**src/rtl/sal_sched_pkg.sv**
```systemverilog
// Shared types for the DRAM command scheduler: command encoding and arbitration class indices.
package sal_sched_pkg;

    typedef enum logic [2:0] {
        NOP = 3'd0,
        ACT = 3'd1,
        RD  = 3'd2,
        WR  = 3'd3,
        PRE = 3'd4,
        REF = 3'd5
    } cmd_t;

    // Lower index means higher priority.
    localparam logic [1:0] CLS_REF = 2'd0;
    localparam logic [1:0] CLS_PRE = 2'd1;
    localparam logic [1:0] CLS_COL = 2'd2;
    localparam logic [1:0] CLS_ACT = 2'd3;
    localparam int         NUM_CLS = 4;

endpackage

```
**src/rtl/sal_cmd_sched_if.sv**
```systemverilog
// Bank-controller side request/grant bundle plus the DRAM command bus of the scheduler.
// t_faw_i exists only when SAL_SCHED_TFAW_EN is defined.
interface sal_cmd_sched_if #(
    parameter int NUM_BANKS = 4,
    parameter int BA_WIDTH  = 2,
    parameter int RA_WIDTH  = 14,
    parameter int CA_WIDTH  = 10,
    parameter int TW        = 4
);
    import sal_sched_pkg::*;

    logic [NUM_BANKS-1:0]          act_req_i, rd_req_i, wr_req_i, pre_req_i, ref_req_i;
    logic [NUM_BANKS*RA_WIDTH-1:0] ra_i;
    logic [NUM_BANKS*CA_WIDTH-1:0] ca_i;
    logic [NUM_BANKS-1:0]          act_gnt_o, rd_gnt_o, wr_gnt_o, pre_gnt_o, ref_gnt_o;
    logic [TW-1:0]                 t_rrd_i, t_ccd_i, t_wtr_i, t_rtw_i;
`ifdef SAL_SCHED_TFAW_EN
    logic [TW+1:0]                 t_faw_i;
`endif
    logic                          cmd_valid_o;
    cmd_t                          cmd_o;
    logic [BA_WIDTH-1:0]           cmd_ba_o;
    logic [RA_WIDTH-1:0]           cmd_addr_o;

    modport master (
`ifdef SAL_SCHED_TFAW_EN
        output t_faw_i,
`endif
        output act_req_i, rd_req_i, wr_req_i, pre_req_i, ref_req_i, ra_i, ca_i,
        output t_rrd_i, t_ccd_i, t_wtr_i, t_rtw_i,
        input  act_gnt_o, rd_gnt_o, wr_gnt_o, pre_gnt_o, ref_gnt_o,
        input  cmd_valid_o, cmd_o, cmd_ba_o, cmd_addr_o
    );

    modport slave (
`ifdef SAL_SCHED_TFAW_EN
        input  t_faw_i,
`endif
        input  act_req_i, rd_req_i, wr_req_i, pre_req_i, ref_req_i, ra_i, ca_i,
        input  t_rrd_i, t_ccd_i, t_wtr_i, t_rtw_i,
        output act_gnt_o, rd_gnt_o, wr_gnt_o, pre_gnt_o, ref_gnt_o,
        output cmd_valid_o, cmd_o, cmd_ba_o, cmd_addr_o
    );

endinterface

```
**src/rtl/sal_rr_arbiter.sv**
```systemverilog
// Round-robin arbiter: one-hot grant to the first requesting bank at or after ptr.
module sal_rr_arbiter #(
    parameter int NUM_BANKS = 4
) (
    input  logic [NUM_BANKS-1:0]         req,
    input  logic [$clog2(NUM_BANKS)-1:0] ptr,
    output logic [NUM_BANKS-1:0]         gnt,
    output logic                         valid
);
    localparam int PW = $clog2(NUM_BANKS);

    logic [PW-1:0] idx;

    // NUM_BANKS is a power of two, so the index wraps for free.
    always_comb begin
        gnt   = '0;
        valid = 1'b0;
        idx   = '0;
        for (int i = 0; i < NUM_BANKS; i++) begin
            idx = ptr + PW'(i);
            if (!valid && req[idx]) begin
                gnt[idx] = 1'b1;
                valid    = 1'b1;
            end
        end
    end

endmodule

```
**src/rtl/sal_cmd_sched.sv**
```systemverilog
// Inter-bank DRAM command scheduler: class-priority + round-robin grant, timing counters, registered cmd bus.
// Define SAL_SCHED_TFAW_EN to add the four-activate window (t_faw_i).
module sal_cmd_sched
    import sal_sched_pkg::*;
#(
    parameter int NUM_BANKS = 4,
    parameter int BA_WIDTH  = 2,
    parameter int RA_WIDTH  = 14,
    parameter int CA_WIDTH  = 10,
    parameter int TW        = 4
) (
    input logic            clk,
    input logic            rst_n,
    sal_cmd_sched_if.slave bus
);

    function automatic logic [TW-1:0] dec_sat(input logic [TW-1:0] v);
        return (v == '0) ? v : v - TW'(1);
    endfunction

    logic [TW-1:0]        rrd_cnt, ccd_cnt, wtr_cnt, rtw_cnt;
    logic [BA_WIDTH-1:0]  ptr [NUM_CLS];
    logic [NUM_BANKS-1:0] cls_req [NUM_CLS];
    logic [NUM_BANKS-1:0] cls_gnt [NUM_CLS];
    logic [NUM_CLS-1:0]   cls_vld;
    logic [NUM_BANKS-1:0] wr_only, win;
    logic                 rd_ok, wr_ok, act_ok, any_gnt, act_g, rd_g, wr_g;
    logic [1:0]           sel_cls;
    logic [BA_WIDTH-1:0]  win_ba;

    logic                 vld_p0, vld_p1;
    cmd_t                 cmd_p0, cmd_p1;
    logic [BA_WIDTH-1:0]  ba_p0, ba_p1;
    logic [RA_WIDTH-1:0]  addr_p0, addr_p1;

`ifdef SAL_SCHED_TFAW_EN
    function automatic logic [TW+1:0] dec_win(input logic [TW+1:0] v);
        return (v == '0) ? v : v - (TW+2)'(1);
    endfunction

    logic [TW+1:0] faw_win [4];
    logic          faw_free;
    logic [1:0]    faw_slot;

    // Any expired slot may take the new timestamp; lowest index is picked.
    always_comb begin
        faw_free = 1'b0;
        faw_slot = 2'd0;
        for (int i = 3; i >= 0; i--) begin
            if (faw_win[i] == '0) begin
                faw_free = 1'b1;
                faw_slot = 2'(i);
            end
        end
    end

    always_ff @(posedge clk or negedge rst_n) begin
        if (!rst_n) begin
            for (int i = 0; i < 4; i++) faw_win[i] <= '0;
        end else begin
            for (int i = 0; i < 4; i++)
                faw_win[i] <= (act_g && faw_slot == 2'(i)) ? bus.t_faw_i : dec_win(faw_win[i]);
        end
    end

    assign act_ok = (rrd_cnt == '0) && faw_free;
`else
    assign act_ok = (rrd_cnt == '0);
`endif

    // Stage p0: eligibility, arbitration and next command, all combinational from requests.
    assign rd_ok   = (ccd_cnt == '0) && (wtr_cnt == '0);
    assign wr_ok   = (ccd_cnt == '0) && (rtw_cnt == '0);
    assign wr_only = bus.wr_req_i & ~bus.rd_req_i;

    assign cls_req[CLS_REF] = bus.ref_req_i;
    assign cls_req[CLS_PRE] = bus.pre_req_i;
    assign cls_req[CLS_COL] = (bus.rd_req_i & {NUM_BANKS{rd_ok}}) | (wr_only & {NUM_BANKS{wr_ok}});
    assign cls_req[CLS_ACT] = bus.act_req_i & {NUM_BANKS{act_ok}};

    for (genvar c = 0; c < NUM_CLS; c++) begin : g_arb
        sal_rr_arbiter #(.NUM_BANKS(NUM_BANKS)) u_arb (
            .req  (cls_req[c]),
            .ptr  (ptr[c]),
            .gnt  (cls_gnt[c]),
            .valid(cls_vld[c])
        );
    end

    always_comb begin
        any_gnt = 1'b0;
        sel_cls = CLS_REF;
        for (int c = NUM_CLS - 1; c >= 0; c--) begin
            if (cls_vld[c]) begin
                any_gnt = 1'b1;
                sel_cls = 2'(c);
            end
        end
        win    = any_gnt ? cls_gnt[sel_cls] : '0;
        win_ba = '0;
        for (int b = 0; b < NUM_BANKS; b++)
            if (win[b]) win_ba = BA_WIDTH'(b);
    end

    assign act_g = any_gnt && (sel_cls == CLS_ACT);
    assign rd_g  = any_gnt && (sel_cls == CLS_COL) && (|(win & bus.rd_req_i));
    assign wr_g  = any_gnt && (sel_cls == CLS_COL) && !(|(win & bus.rd_req_i));

    assign bus.ref_gnt_o = (any_gnt && sel_cls == CLS_REF) ? win : '0;
    assign bus.pre_gnt_o = (any_gnt && sel_cls == CLS_PRE) ? win : '0;
    assign bus.rd_gnt_o  = rd_g  ? win : '0;
    assign bus.wr_gnt_o  = wr_g  ? win : '0;
    assign bus.act_gnt_o = act_g ? win : '0;

    always_comb begin
        vld_p0  = any_gnt;
        cmd_p0  = NOP;
        ba_p0   = win_ba;
        addr_p0 = '0;
        if (any_gnt) begin
            case (sel_cls)
                CLS_REF: cmd_p0 = REF;
                CLS_PRE: cmd_p0 = PRE;
                CLS_COL: begin
                    cmd_p0  = rd_g ? RD : WR;
                    addr_p0 = RA_WIDTH'(bus.ca_i[win_ba*CA_WIDTH +: CA_WIDTH]);
                end
                default: begin
                    cmd_p0  = ACT;
                    addr_p0 = bus.ra_i[win_ba*RA_WIDTH +: RA_WIDTH];
                end
            endcase
        end
    end

    // Stage p1: timing counters, round-robin pointers and the registered command bus.
    always_ff @(posedge clk or negedge rst_n) begin
        if (!rst_n) begin
            rrd_cnt <= '0;
            ccd_cnt <= '0;
            wtr_cnt <= '0;
            rtw_cnt <= '0;
            for (int c = 0; c < NUM_CLS; c++) ptr[c] <= '0;
            vld_p1  <= 1'b0;
            cmd_p1  <= NOP;
            ba_p1   <= '0;
            addr_p1 <= '0;
        end else begin
            rrd_cnt <= act_g          ? bus.t_rrd_i : dec_sat(rrd_cnt);
            ccd_cnt <= (rd_g || wr_g) ? bus.t_ccd_i : dec_sat(ccd_cnt);
            wtr_cnt <= wr_g           ? bus.t_wtr_i : dec_sat(wtr_cnt);
            rtw_cnt <= rd_g           ? bus.t_rtw_i : dec_sat(rtw_cnt);
            if (any_gnt) ptr[sel_cls] <= win_ba + BA_WIDTH'(1);
            vld_p1  <= vld_p0;
            cmd_p1  <= cmd_p0;
            ba_p1   <= ba_p0;
            addr_p1 <= addr_p0;
        end
    end

    assign bus.cmd_valid_o = vld_p1;
    assign bus.cmd_o       = cmd_p1;
    assign bus.cmd_ba_o    = ba_p1;
    assign bus.cmd_addr_o  = addr_p1;

endmodule

```
**src/flat_wrapper.sv**
```systemverilog
// flat-port wrapper written by rule: the top's interface ports become plain ports
module sal_cmd_sched_flat import sal_sched_pkg::*;
#(
    parameter int NUM_BANKS = 4,
    parameter int BA_WIDTH  = 2,
    parameter int RA_WIDTH  = 14,
    parameter int CA_WIDTH  = 10,
    parameter int TW        = 4
)
  (clk, rst_n, bus_act_req_i, bus_rd_req_i, bus_wr_req_i, bus_pre_req_i, bus_ref_req_i, bus_ra_i, bus_ca_i, bus_t_rrd_i, bus_t_ccd_i, bus_t_wtr_i, bus_t_rtw_i, bus_act_gnt_o, bus_rd_gnt_o, bus_wr_gnt_o, bus_pre_gnt_o, bus_ref_gnt_o, bus_cmd_valid_o, bus_cmd_o, bus_cmd_ba_o, bus_cmd_addr_o);
  sal_cmd_sched_if #(.NUM_BANKS(NUM_BANKS), .BA_WIDTH(BA_WIDTH), .RA_WIDTH(RA_WIDTH), .CA_WIDTH(CA_WIDTH), .TW(TW)) bus_i ();
  input logic clk;
  input logic rst_n;
  input wire logic [$bits(bus_i.act_req_i)-1:0] bus_act_req_i;
  input wire logic [$bits(bus_i.rd_req_i)-1:0] bus_rd_req_i;
  input wire logic [$bits(bus_i.wr_req_i)-1:0] bus_wr_req_i;
  input wire logic [$bits(bus_i.pre_req_i)-1:0] bus_pre_req_i;
  input wire logic [$bits(bus_i.ref_req_i)-1:0] bus_ref_req_i;
  input wire logic [$bits(bus_i.ra_i)-1:0] bus_ra_i;
  input wire logic [$bits(bus_i.ca_i)-1:0] bus_ca_i;
  input wire logic [$bits(bus_i.t_rrd_i)-1:0] bus_t_rrd_i;
  input wire logic [$bits(bus_i.t_ccd_i)-1:0] bus_t_ccd_i;
  input wire logic [$bits(bus_i.t_wtr_i)-1:0] bus_t_wtr_i;
  input wire logic [$bits(bus_i.t_rtw_i)-1:0] bus_t_rtw_i;
  output wire logic [$bits(bus_i.act_gnt_o)-1:0] bus_act_gnt_o;
  output wire logic [$bits(bus_i.rd_gnt_o)-1:0] bus_rd_gnt_o;
  output wire logic [$bits(bus_i.wr_gnt_o)-1:0] bus_wr_gnt_o;
  output wire logic [$bits(bus_i.pre_gnt_o)-1:0] bus_pre_gnt_o;
  output wire logic [$bits(bus_i.ref_gnt_o)-1:0] bus_ref_gnt_o;
  output wire logic [$bits(bus_i.cmd_valid_o)-1:0] bus_cmd_valid_o;
  output wire logic [$bits(bus_i.cmd_o)-1:0] bus_cmd_o;
  output wire logic [$bits(bus_i.cmd_ba_o)-1:0] bus_cmd_ba_o;
  output wire logic [$bits(bus_i.cmd_addr_o)-1:0] bus_cmd_addr_o;
  assign bus_i.act_req_i = bus_act_req_i;
  assign bus_i.rd_req_i = bus_rd_req_i;
  assign bus_i.wr_req_i = bus_wr_req_i;
  assign bus_i.pre_req_i = bus_pre_req_i;
  assign bus_i.ref_req_i = bus_ref_req_i;
  assign bus_i.ra_i = bus_ra_i;
  assign bus_i.ca_i = bus_ca_i;
  assign bus_i.t_rrd_i = bus_t_rrd_i;
  assign bus_i.t_ccd_i = bus_t_ccd_i;
  assign bus_i.t_wtr_i = bus_t_wtr_i;
  assign bus_i.t_rtw_i = bus_t_rtw_i;
  assign bus_act_gnt_o = bus_i.act_gnt_o;
  assign bus_rd_gnt_o = bus_i.rd_gnt_o;
  assign bus_wr_gnt_o = bus_i.wr_gnt_o;
  assign bus_pre_gnt_o = bus_i.pre_gnt_o;
  assign bus_ref_gnt_o = bus_i.ref_gnt_o;
  assign bus_cmd_valid_o = bus_i.cmd_valid_o;
  assign bus_cmd_o = bus_i.cmd_o;
  assign bus_cmd_ba_o = bus_i.cmd_ba_o;
  assign bus_cmd_addr_o = bus_i.cmd_addr_o;
  sal_cmd_sched #(.NUM_BANKS(NUM_BANKS), .BA_WIDTH(BA_WIDTH), .RA_WIDTH(RA_WIDTH), .CA_WIDTH(CA_WIDTH), .TW(TW)) u_core (.clk(clk), .rst_n(rst_n), .bus(bus_i));
endmodule
```
**config.mk**
```make
export PLATFORM = sky130hd
export DESIGN_NAME = sal_cmd_sched_flat
export DESIGN_NICKNAME = d
export VERILOG_FILES = /design/src/rtl/sal_sched_pkg.sv /design/src/rtl/sal_cmd_sched_if.sv /design/src/rtl/sal_rr_arbiter.sv /design/src/rtl/sal_cmd_sched.sv /design/src/flat_wrapper.sv
export SDC_FILE = /design/constraint.sdc
export NUM_CORES = 1
export LEC_CHECK = 0
export CAP_MARGIN = 20
export CELL_PAD_IN_SITES_DETAIL_PLACEMENT = 0
export CELL_PAD_IN_SITES_GLOBAL_PLACEMENT = 1
export CORE_MARGIN = 4
export CORE_UTILIZATION = 34
export CTS_CLUSTER_DIAMETER = 50
export CTS_CLUSTER_SIZE = 40
export DETAILED_ROUTE_END_ITERATION = 6
export HOLD_SLACK_MARGIN = 0.02
export PLACE_DENSITY_LB_ADDON = 0.1
export SKIP_LAST_GASP = 1
export SYNTH_ARGS = -nofsm -noshare
export SYNTH_HDL_FRONTEND = slang
export SYNTH_HIERARCHICAL = 1
export SYNTH_SLANG_ARGS = --single-unit
```
**constraint.sdc**
```tcl
create_clock -name clk -period 7.58 [get_ports clk]
set_clock_uncertainty 0.2 [all_clocks]
set_input_delay 1.895 -clock clk [delete_from_list [all_inputs] [get_ports clk]]
set_output_delay 1.895 -clock clk [all_outputs]
set_load 0.05 [all_outputs]
```
==> results list, run 1 <==
* Clock tree sinks: 44
- Number of flops mapped to enable cells by yosys: 0
- Unrepaired setup endpoints after global routing: no
* Proportion of synthesized chip area in sequential cells: 0.217
* Initial core utilization: 0.348
- Pin count of the biggest net entering global routing: 45
* Area leader, netlist: sky130_fd_sc_hd__dfrtp_1
- In the layout the commonest cells are sky130_fd_sc_hd__clkdlybuf4s50_1, sky130_fd_sc_hd__nand2_1, sky130_fd_sc_hd__nor2_1.
- ANT cells: 0
- The completed layout was analyzed and its total power is 2.34 mW.
- Post-Syn Nets: 757
- Maximum operating frequency: between 100 and 150 MHz
* Vias after detailed routing: 5161
- After the flow finishes, the layout carries non-filler instances totaling 933.
- Cells taking the most area after synthesis: sky130_fd_sc_hd__dfrtp_1, sky130_fd_sc_hd__ha_1, sky130_fd_sc_hd__mux2i_1
* RD Place Congestion: 0.922
* Final Critical Period: 7.34 ns
* Number of antenna violations at the first check in global routing: 0
* Part of the cycle the worst path needs: 0.968
- Hold repair after CTS inserted 0 buffers.
- In this run the tightest slew margin relative to its limit is 0.404.
* Number of hold violations in the final report: 0
- Vias in the first global route: 5140
* Wire length of the first global-routing pass: 26.4 mm
- Critical path required time: 5.49 ns
- In this run, the number of DRC markers left after iteration 0 of detailed routing was 223.
- Number of ports placed on the die boundary: 174
- Result of the run: completed
- Compared with the post-synthesis result, the final layout area differs by 41.1%.
- Worst hold path type: reg -> reg
- Setup slack closes at between 0.2 and 0.25 ns.
- Worst Hold Launch: u_core/rrd_cnt[2]
* Biggest fanout along the worst timing path: 9
- Clock Pin Slew Worst Setup and Hold Paths: 0.06 ns
* Final setup vio count: 0
- Maximum resistive drop on vdd: 0.223 mV
- Prior to clock tree synthesis, the placed netlist has a worst setup slack of -0.0360 ns.
- Mean number of vias per cell: 5.53
- Combined area of all synthesized cells: 0.00506 mm2
- Max-capacitance violation count: 0
- Synth Area per Inst: between 8 and 9 um2
- STA classifies the critical path startpoint as an input port.
- Routed wire per std cell: 18.2 um
- During synthesis, Yosys emitted a total of 6 warnings.
- Of the post-synthesis cell area, the dominant cell type holds 0.217.
- CTS tree: yes
* Number of different library cells in the post-synthesis netlist: 68
- After synthesis, the share of flip-flops with an asynchronous set or reset is 1.00.
- Clock latency on the worst-skew pair, taken at its later pin, is 0.29 ns.
* # DRC: 0
- In the final layout, flip-flops and latches occupy 0.00110 mm2.
* Post-synthesis sequential element count: 44
* Crit path kind: in -> out
- After routing the design area is 0.00715 mm2.
- Summing all multi-input logic gate instances after layout gives 0.00364 mm2.
* Cells along the critical path: clkdlybuf4s50_1, mux4_2, a31o_1, a221oi_2, o2bb2ai_1, and2_1, o41a_1, a22oi_1, o211ai_1, or2_1, nor2_1, buf_12
- The initialized floorplan defines 44 standard-cell rows.
- Power density over the cells: 327 mW/mm2
- Floorplan Core Area: 0.0145 mm2
- In this run the critical register-to-register path is launched from u_core/ptr[6].
* Number of max-slew violations in the final report: 0
* Maximum clock insertion buffer count: 2
* Vertical extent of the die: 130 um
- Total iterations of the first detailed-routing run: 4
* Placed cell area: between 0.006 and 0.007 mm2
- STA classifies the critical path endpoint as an output pin.
* Fill count: 1441
- Of the cells placed in the final design, the portion with a size suffix greater than 1 is 0.124.
- Leading cell type in the layout, fill and taps excluded: sky130_fd_sc_hd__clkdlybuf4s50_1
- Tracing the worst setup path back leads to its startpoint at bus_ref_req_i[2].
- The HPWL after detailed placement is 13.6 mm.
- For this run, the total global-route usage over all layers was measured as 0.195.
- Post-synth top flop: sky130_fd_sc_hd__dfrtp_1
* Maximum single-stage delay on the critical path: 0.57 ns
- CTS built an H-tree with a depth of 2.
- Die Width: 130 um
* Total Die Area: 0.0169 mm2
- STA puts the critical path data arrival time at 5.24 ns.
* # port buffers: 173
* Number of routed nets with antenna violations: 0
- For this block, the routed nets add up to 17.0 mm of wire.
- Setup TNS: 0 ns
- After global routing the overflow that remains totals 0.
- The number of placed instances, taps included, is 925.
- At the pin with the least slew margin, the transition time is 0.893 ns.
* Critical-path top delay cell: sky130_fd_sc_hd__mux4_2
- Total Nets Final: 915
* Static Leak: 2.76 nW
- Synthesis produced 591 cells.
- Counting the buffers created by CTS gives 5.
- The root buffer cell chosen for the clock tree is sky130_fd_sc_hd__clkbuf_16.
[per-layer routing]
layer	track usage	routed length, um	vias up
met2	0.337	8280	190
met3	0.0508	1330	21
met4	0.0538	379	0
met1	0.241	6980	2452
li1	-	-	2498
met5	0	0	-
[worst max-delay path: cells and delay by family]
family,cells,cell delay (ns)
AO/OA/AOI/OAI,6,1.24
buffers and inverters,2,0.72
AND/OR/NAND/NOR,3,0.81
multiplexers,1,0.57
[synthesized netlist by cell type, types with 3 or more instances]
cell / count
sky130_fd_sc_hd__nand2_1: 61
sky130_fd_sc_hd__nor2_1: 49
sky130_fd_sc_hd__dfrtp_1: 44
sky130_fd_sc_hd__mux2i_1: 38
sky130_fd_sc_hd__ha_1: 32
sky130_fd_sc_hd__o22ai_1: 30
sky130_fd_sc_hd__mux2_2: 23
sky130_fd_sc_hd__inv_1: 20
sky130_fd_sc_hd__nand2b_1: 20
sky130_fd_sc_hd__a21oi_1: 19
sky130_fd_sc_hd__o21ai_0: 18
sky130_fd_sc_hd__o2bb2ai_1: 16
sky130_fd_sc_hd__and2_1: 14
sky130_fd_sc_hd__buf_2: 14
sky130_fd_sc_hd__clkbuf_1: 13
sky130_fd_sc_hd__nor3_1: 12
sky130_fd_sc_hd__o221ai_1: 11
sky130_fd_sc_hd__a211oi_1: 9
sky130_fd_sc_hd__buf_6: 9
sky130_fd_sc_hd__and3_1: 7
sky130_fd_sc_hd__nand3_1: 7
sky130_fd_sc_hd__nand3b_1: 7
sky130_fd_sc_hd__xnor2_1: 7
sky130_fd_sc_hd__a2111oi_2: 6
sky130_fd_sc_hd__a221oi_1: 6
sky130_fd_sc_hd__nor2b_1: 6
sky130_fd_sc_hd__nor3b_1: 6
sky130_fd_sc_hd__or3_1: 6
sky130_fd_sc_hd__a221oi_2: 5
sky130_fd_sc_hd__a31o_1: 5
sky130_fd_sc_hd__mux4_2: 5
sky130_fd_sc_hd__a311oi_1: 4
sky130_fd_sc_hd__mux2_1: 4
sky130_fd_sc_hd__or3_4: 4
sky130_fd_sc_hd__or3b_1: 4
sky130_fd_sc_hd__a21o_1: 3
sky130_fd_sc_hd__and4_1: 3
sky130_fd_sc_hd__nor4_1: 3
sky130_fd_sc_hd__o21a_1: 3
sky130_fd_sc_hd__o22a_1: 3
[kinds of logic after synthesis]
family,share of synthesized area
compound gates,0.230
xor+xnor,0.0138
fa+ha+maj,0.0791
buf+inv,0.0657
flops,0.217
mux,0.157
simple gates,0.237
[sequential cells by signal, summed over array words and instances (netlist names)]
| name | flops |
|---|---|
| u_core/bus.cmd_valid_o | 1 |
| u_core/rtw_cnt | 4 |
| u_core/rrd_cnt | 4 |
| u_core/ptr | 8 |
| u_core/wtr_cnt | 4 |
| u_core/bus.cmd_o | 3 |
| u_core/bus.cmd_addr_o | 14 |
| u_core/bus.cmd_ba_o | 2 |
| u_core/ccd_cnt | 4 |
[through the flow]
step	util	hold slack (ns)
6_report	0.492	0.400
5_1_grt	0.492	0.444
4_1_cts	0.490	0.405
3_5_place_dp	0.480	0.390
3_3_place_gp	0.480	0.382
2_1_floorplan	-	0.335
[path summary, 6_finish.rpt]
check	slack (ns)	depth (start not counted)	to
worst max-delay path	0.24	12	bus_wr_gnt_o[1]
worst min register to register	0.40	2	u_core/rrd_cnt[2]
worst min-delay path	0.40	2	u_core/rrd_cnt[2]
min in group asynchronous	1.33	1	u_core/bus.cmd_ba_o[0]
max in group asynchronous	5.35	2	u_core/rtw_cnt[0]
worst max register to register	2.43	14	u_core/bus.cmd_addr_o[8]
[timing repair]
| item | CTS | global route |
|---|---|---|
| resized for setup | 1 | 6 |
| endpoints found under the setup margin | 7 | 8 |
| cloned | 0 | 0 |
| buffers inserted | 0 | 0 |
[area by class of cell]
type | instances | share of cell area
clock inverters | 2 | 0.00175
clock buffers | 5 | 0.0175
multi-input cells | 484 | 0.509
well taps | 184 | 0.0322
inverters | 24 | 0.0130
repair buffers | 190 | 0.272
flip-flops and latches | 44 | 0.154
[report_power, final]
group / switching, mW / internal (mW)
clock network: 0.0928 / 0.120
logic: 0.990 / 0.735
registers: 0.0966 / 0.306
total: 1.18 / 1.16
Power figures use the tool's default switching activity.
==> run 2, diff against run 1 <==
- MAX_ROUTING_LAYER: not set -> met4
- SKIP_CTS_REPAIR_TIMING: not set -> 1
==> results list, run 2 (same netlist as run 1, synthesis figures left out) <==
* Number of buffers added by the clock tree synthesis step: 5 (unchanged)
* Critical path required time: 5.49 ns (about the same)
- The count of placed standard cells including taps is 925 (unchanged).
* RD Place Congestion: 0.933 (+1.1%)
- Hold Path Sink: u_core/ccd_cnt[3]
- Vias after detailed routing: 5144 (-0.33%)
- Max-capacitance violation count: 0 (unchanged)
- The effective utilization at floorplan was 0.348 (unchanged).
* Routed wl met3: 1.20 mm (-9.3%)
- Maximum operating frequency: 135 MHz (-1.2%)
* Worst-Skew Late Latency: 0.29 ns (about the same)
- The post-detailed-route via-to-cell ratio is 5.51 (-0.44%).
- The worst setup slack before clock tree synthesis came to 0.0122 ns (+0.0483 ns).
- The number of I/O pins was 174 (unchanged).
- The combinational fraction of design power came to 0.736 (about the same).
- The antenna violation net count after detailed routing came to 0 (unchanged).
* Flip-flop count of the largest register after layout: 14 (unchanged)
- The sequential power share is 0.172 (about the same).
- The static power due to leakage was 2.76 nW (about the same).
- The power density relative to cell area came to 328 mW/mm2 (+0.21%).
- The critical path goes through clkdlybuf4s50_1, mux4_2, a31o_1, a221oi_2, o2bb2ai_1, and2_1, o41a_1, a22oi_1, o211ai_1, or2_1, nor2_1, buf_12.
- The number of endpoints failing setup at the final stage came to 0 (unchanged).
* Pin count of the biggest net entering global routing: 45 (unchanged)
* # DRC: 0 (unchanged)
- The post-route minimum period was 7.43 ns (+0.0874 ns).
- The total power of the final layout is 2.34 mW (+0.17%).
- The area growth from synthesis to layout is 41.1% (about the same).
- The cell-internal power came to 1.16 mW (+0.31%).
* Clock root buffer master: sky130_fd_sc_hd__clkbuf_16
- Critical-path top delay cell: sky130_fd_sc_hd__mux4_2
* Worst hold path type: reg -> reg
* Wl on met1: 7.07 mm (+1.3%)
* Number of max-slew violations in the final report: 0 (unchanged)
* Leading cell type in the layout, fill and taps excluded: sky130_fd_sc_hd__clkdlybuf4s50_1
* Total net switching power: 1.18 mW (about the same)
* CTS tree: yes
* Number of antenna violations at the first check in global routing: 0 (unchanged)
* Total Nets Final: 915 (unchanged)
- Uppermost layer routed: met4
* ANT cells: 0 (unchanged)
- The via count of the first global-routing pass came to 5344 (+4.0%).
* Total iterations of the first detailed-routing run: 5 (+1)
- Biggest fanout along the worst timing path: 8 (-1)
- Minimum setup slack in the final design: 0.155 ns (-0.0874 ns)
* Result of the run: completed
- The total congestion overflow came to 0 (unchanged).
- The final hold violation count was 0 (unchanged).
- The clock group share of total power was 0.092 (about the same).
- In this run the most critical hold path is launched from u_core/ccd_cnt[3].
- The maximum ir drop on the vdd rail came to 0.222 mV (-0.36%).
- The half-perimeter wire length of the detailed placement result was 13.6 mm (-0.20%).
- The wire length per cell is 18.1 um (-0.50%).
* Crit path kind: in -> out
* Sw Share: 0.503 (-0.000696)
- Wire length of the first global-routing pass: 27.0 mm (+2.0%)
* Slew @ Worst Pin: 0.958 ns (+0.0641 ns)
- Type of element launching the critical path: input port
- Number of standard-cell rows in the floorplan: 44 (unchanged)
* Worst-case register-to-register setup slack: 2.47 ns (+0.04 ns)
* Wire length reported by the detailed router: 16.9 mm (-0.39%)
- Count of cells along the worst register-to-register path: 17 (+3)
- The number of fill cells was 1409 (-2.2%).
- The final non-filler cell total came to 934 (+0.11%).
* Unrepaired setup endpoints after global routing: yes
* Most frequent cells in the layout: sky130_fd_sc_hd__clkdlybuf4s50_1, sky130_fd_sc_hd__nand2_1, sky130_fd_sc_hd__nor2_1
* Maximum clock insertion buffer count: 2 (unchanged)
* Part of the cycle the worst path needs: 0.980 (+0.0115)
- The count of routing violations after the opening detailed-route iteration came to 234 (+4.9%).
- Endpoint class of the critical path: output pin
- Met2 Routed Length: 8.29 mm (+0.21%)
- The height of the chip is 130 um (unchanged).
- Die Width: 130 um (unchanged)
* Floorplan Core Area: 0.0145 mm2 (unchanged)
- The remaining max-slew budget at the tightest pin is 0.360 (-0.0441).
* Total Die Area: 0.0169 mm2 (unchanged)
- Share of post-route cells with drive strength above 1: 0.120 (-0.00417)
- The biggest cell delay along the critical path is 0.59 ns (+0.02 ns).
- Clock tree sinks: 44 (unchanged)
- The clock transition at the registers of the reported paths is 0.07 ns (about the same).
- The endpoint identified for the worst register-to-register timing path is u_core/bus.cmd_addr_o[8].
- The overall fraction of global-route tracks in use was 0.205 (+0.00980).
* Cell depth of the worst hold path: 2 (unchanged)
* # port buffers: 173 (unchanged)
* CTS H-tree lvls: 2 (unchanged)
- The arrival time of the worst setup path was 5.33 ns (+0.09 ns).
* Reg2Reg Launch Point: u_core/rtw_cnt[0]
run 2: changes by cell type in the layout (fill, tap and decap cells not counted), sizes merged:
cell	before	now
clkbuf	5	7
clkinvlp	1	0
run 2: worst max path at each step:
| stage | endpoint | startpoint | cells past startpoint |
|---|---|---|---|
| after floorplan | bus_wr_gnt_o[0] | bus_ref_req_i[2] | 12 |
| after global placement | bus_wr_gnt_o[2] | bus_wr_req_i[0] | 15 |
| after detailed placement | bus_rd_gnt_o[0] | bus_rd_req_i[3] | 14 |
| after CTS | bus_wr_gnt_o[1] | bus_rd_req_i[3] | 14 |
| after global routing | bus_wr_gnt_o[1] | bus_wr_req_i[0] | 15 |
| final | bus_wr_gnt_o[1] | bus_ref_req_i[3] | 12 |
run 2: final cells by class:
cell class                      instances  area, um2  share of cell area
Sequential cell                        44       1100               0.154
Inverter                               24       92.6              0.0130
Clock buffer                            7        133              0.0186
Tap cell                              184        230              0.0322
Multi-Input combinational cell        484       3630               0.509
Timing Repair Buffer                  190       1940               0.272
Clock inverter                          1       8.76             0.00123
run 2: power groups by stage:
| stage | registers [mW] | clock network (mW) | logic, mW |
|---|---|---|---|
| after detailed placement | 0.407 | 0 | 1.72 |
| final | 0.402 | 0.216 | 1.73 |
| after CTS | 0.403 | 0.223 | 1.73 |
| after global placement | 0.403 | 0 | 1.70 |
| after global routing | 0.418 | 0.232 | 1.89 |
| after floorplan | 0.390 | 0 | 1.31 |
run 2: worst max-delay path, delay by kind of cell:
| family | cells | cell delay [ns] |
|---|---|---|
| simple gates | 3 | 0.83 |
| mux | 1 | 0.59 |
| buf+inv | 2 | 0.71 |
| compound gates | 6 | 1.30 |
run 2: metal layers:
layer | global-route usage | up-vias
met3 | 0.0422 | 23
met4 | 0.0489 | 0
met5 | - | -
met2 | 0.349 | 196
met1 | 0.249 | 2415
li1 | - | 2510
run 2: metrics by stage:
| stage | cell area, um2 | utilization | hold WS [ns] | TNS (ns) |
|---|---|---|---|---|
| 2_1_floorplan | 5060 | - | 0.335 | 0 |
| 3_3_place_gp | 6980 | 0.480 | 0.382 | 0 |
| 3_5_place_dp | 6980 | 0.480 | 0.386 | 0 |
| 4_1_cts | 7120 | 0.490 | 0.403 | -0.0226 |
| 5_1_grt | 7140 | 0.491 | 0.424 | -0.0151 |
| 6_report | 7140 | 0.491 | 0.398 | 0 |
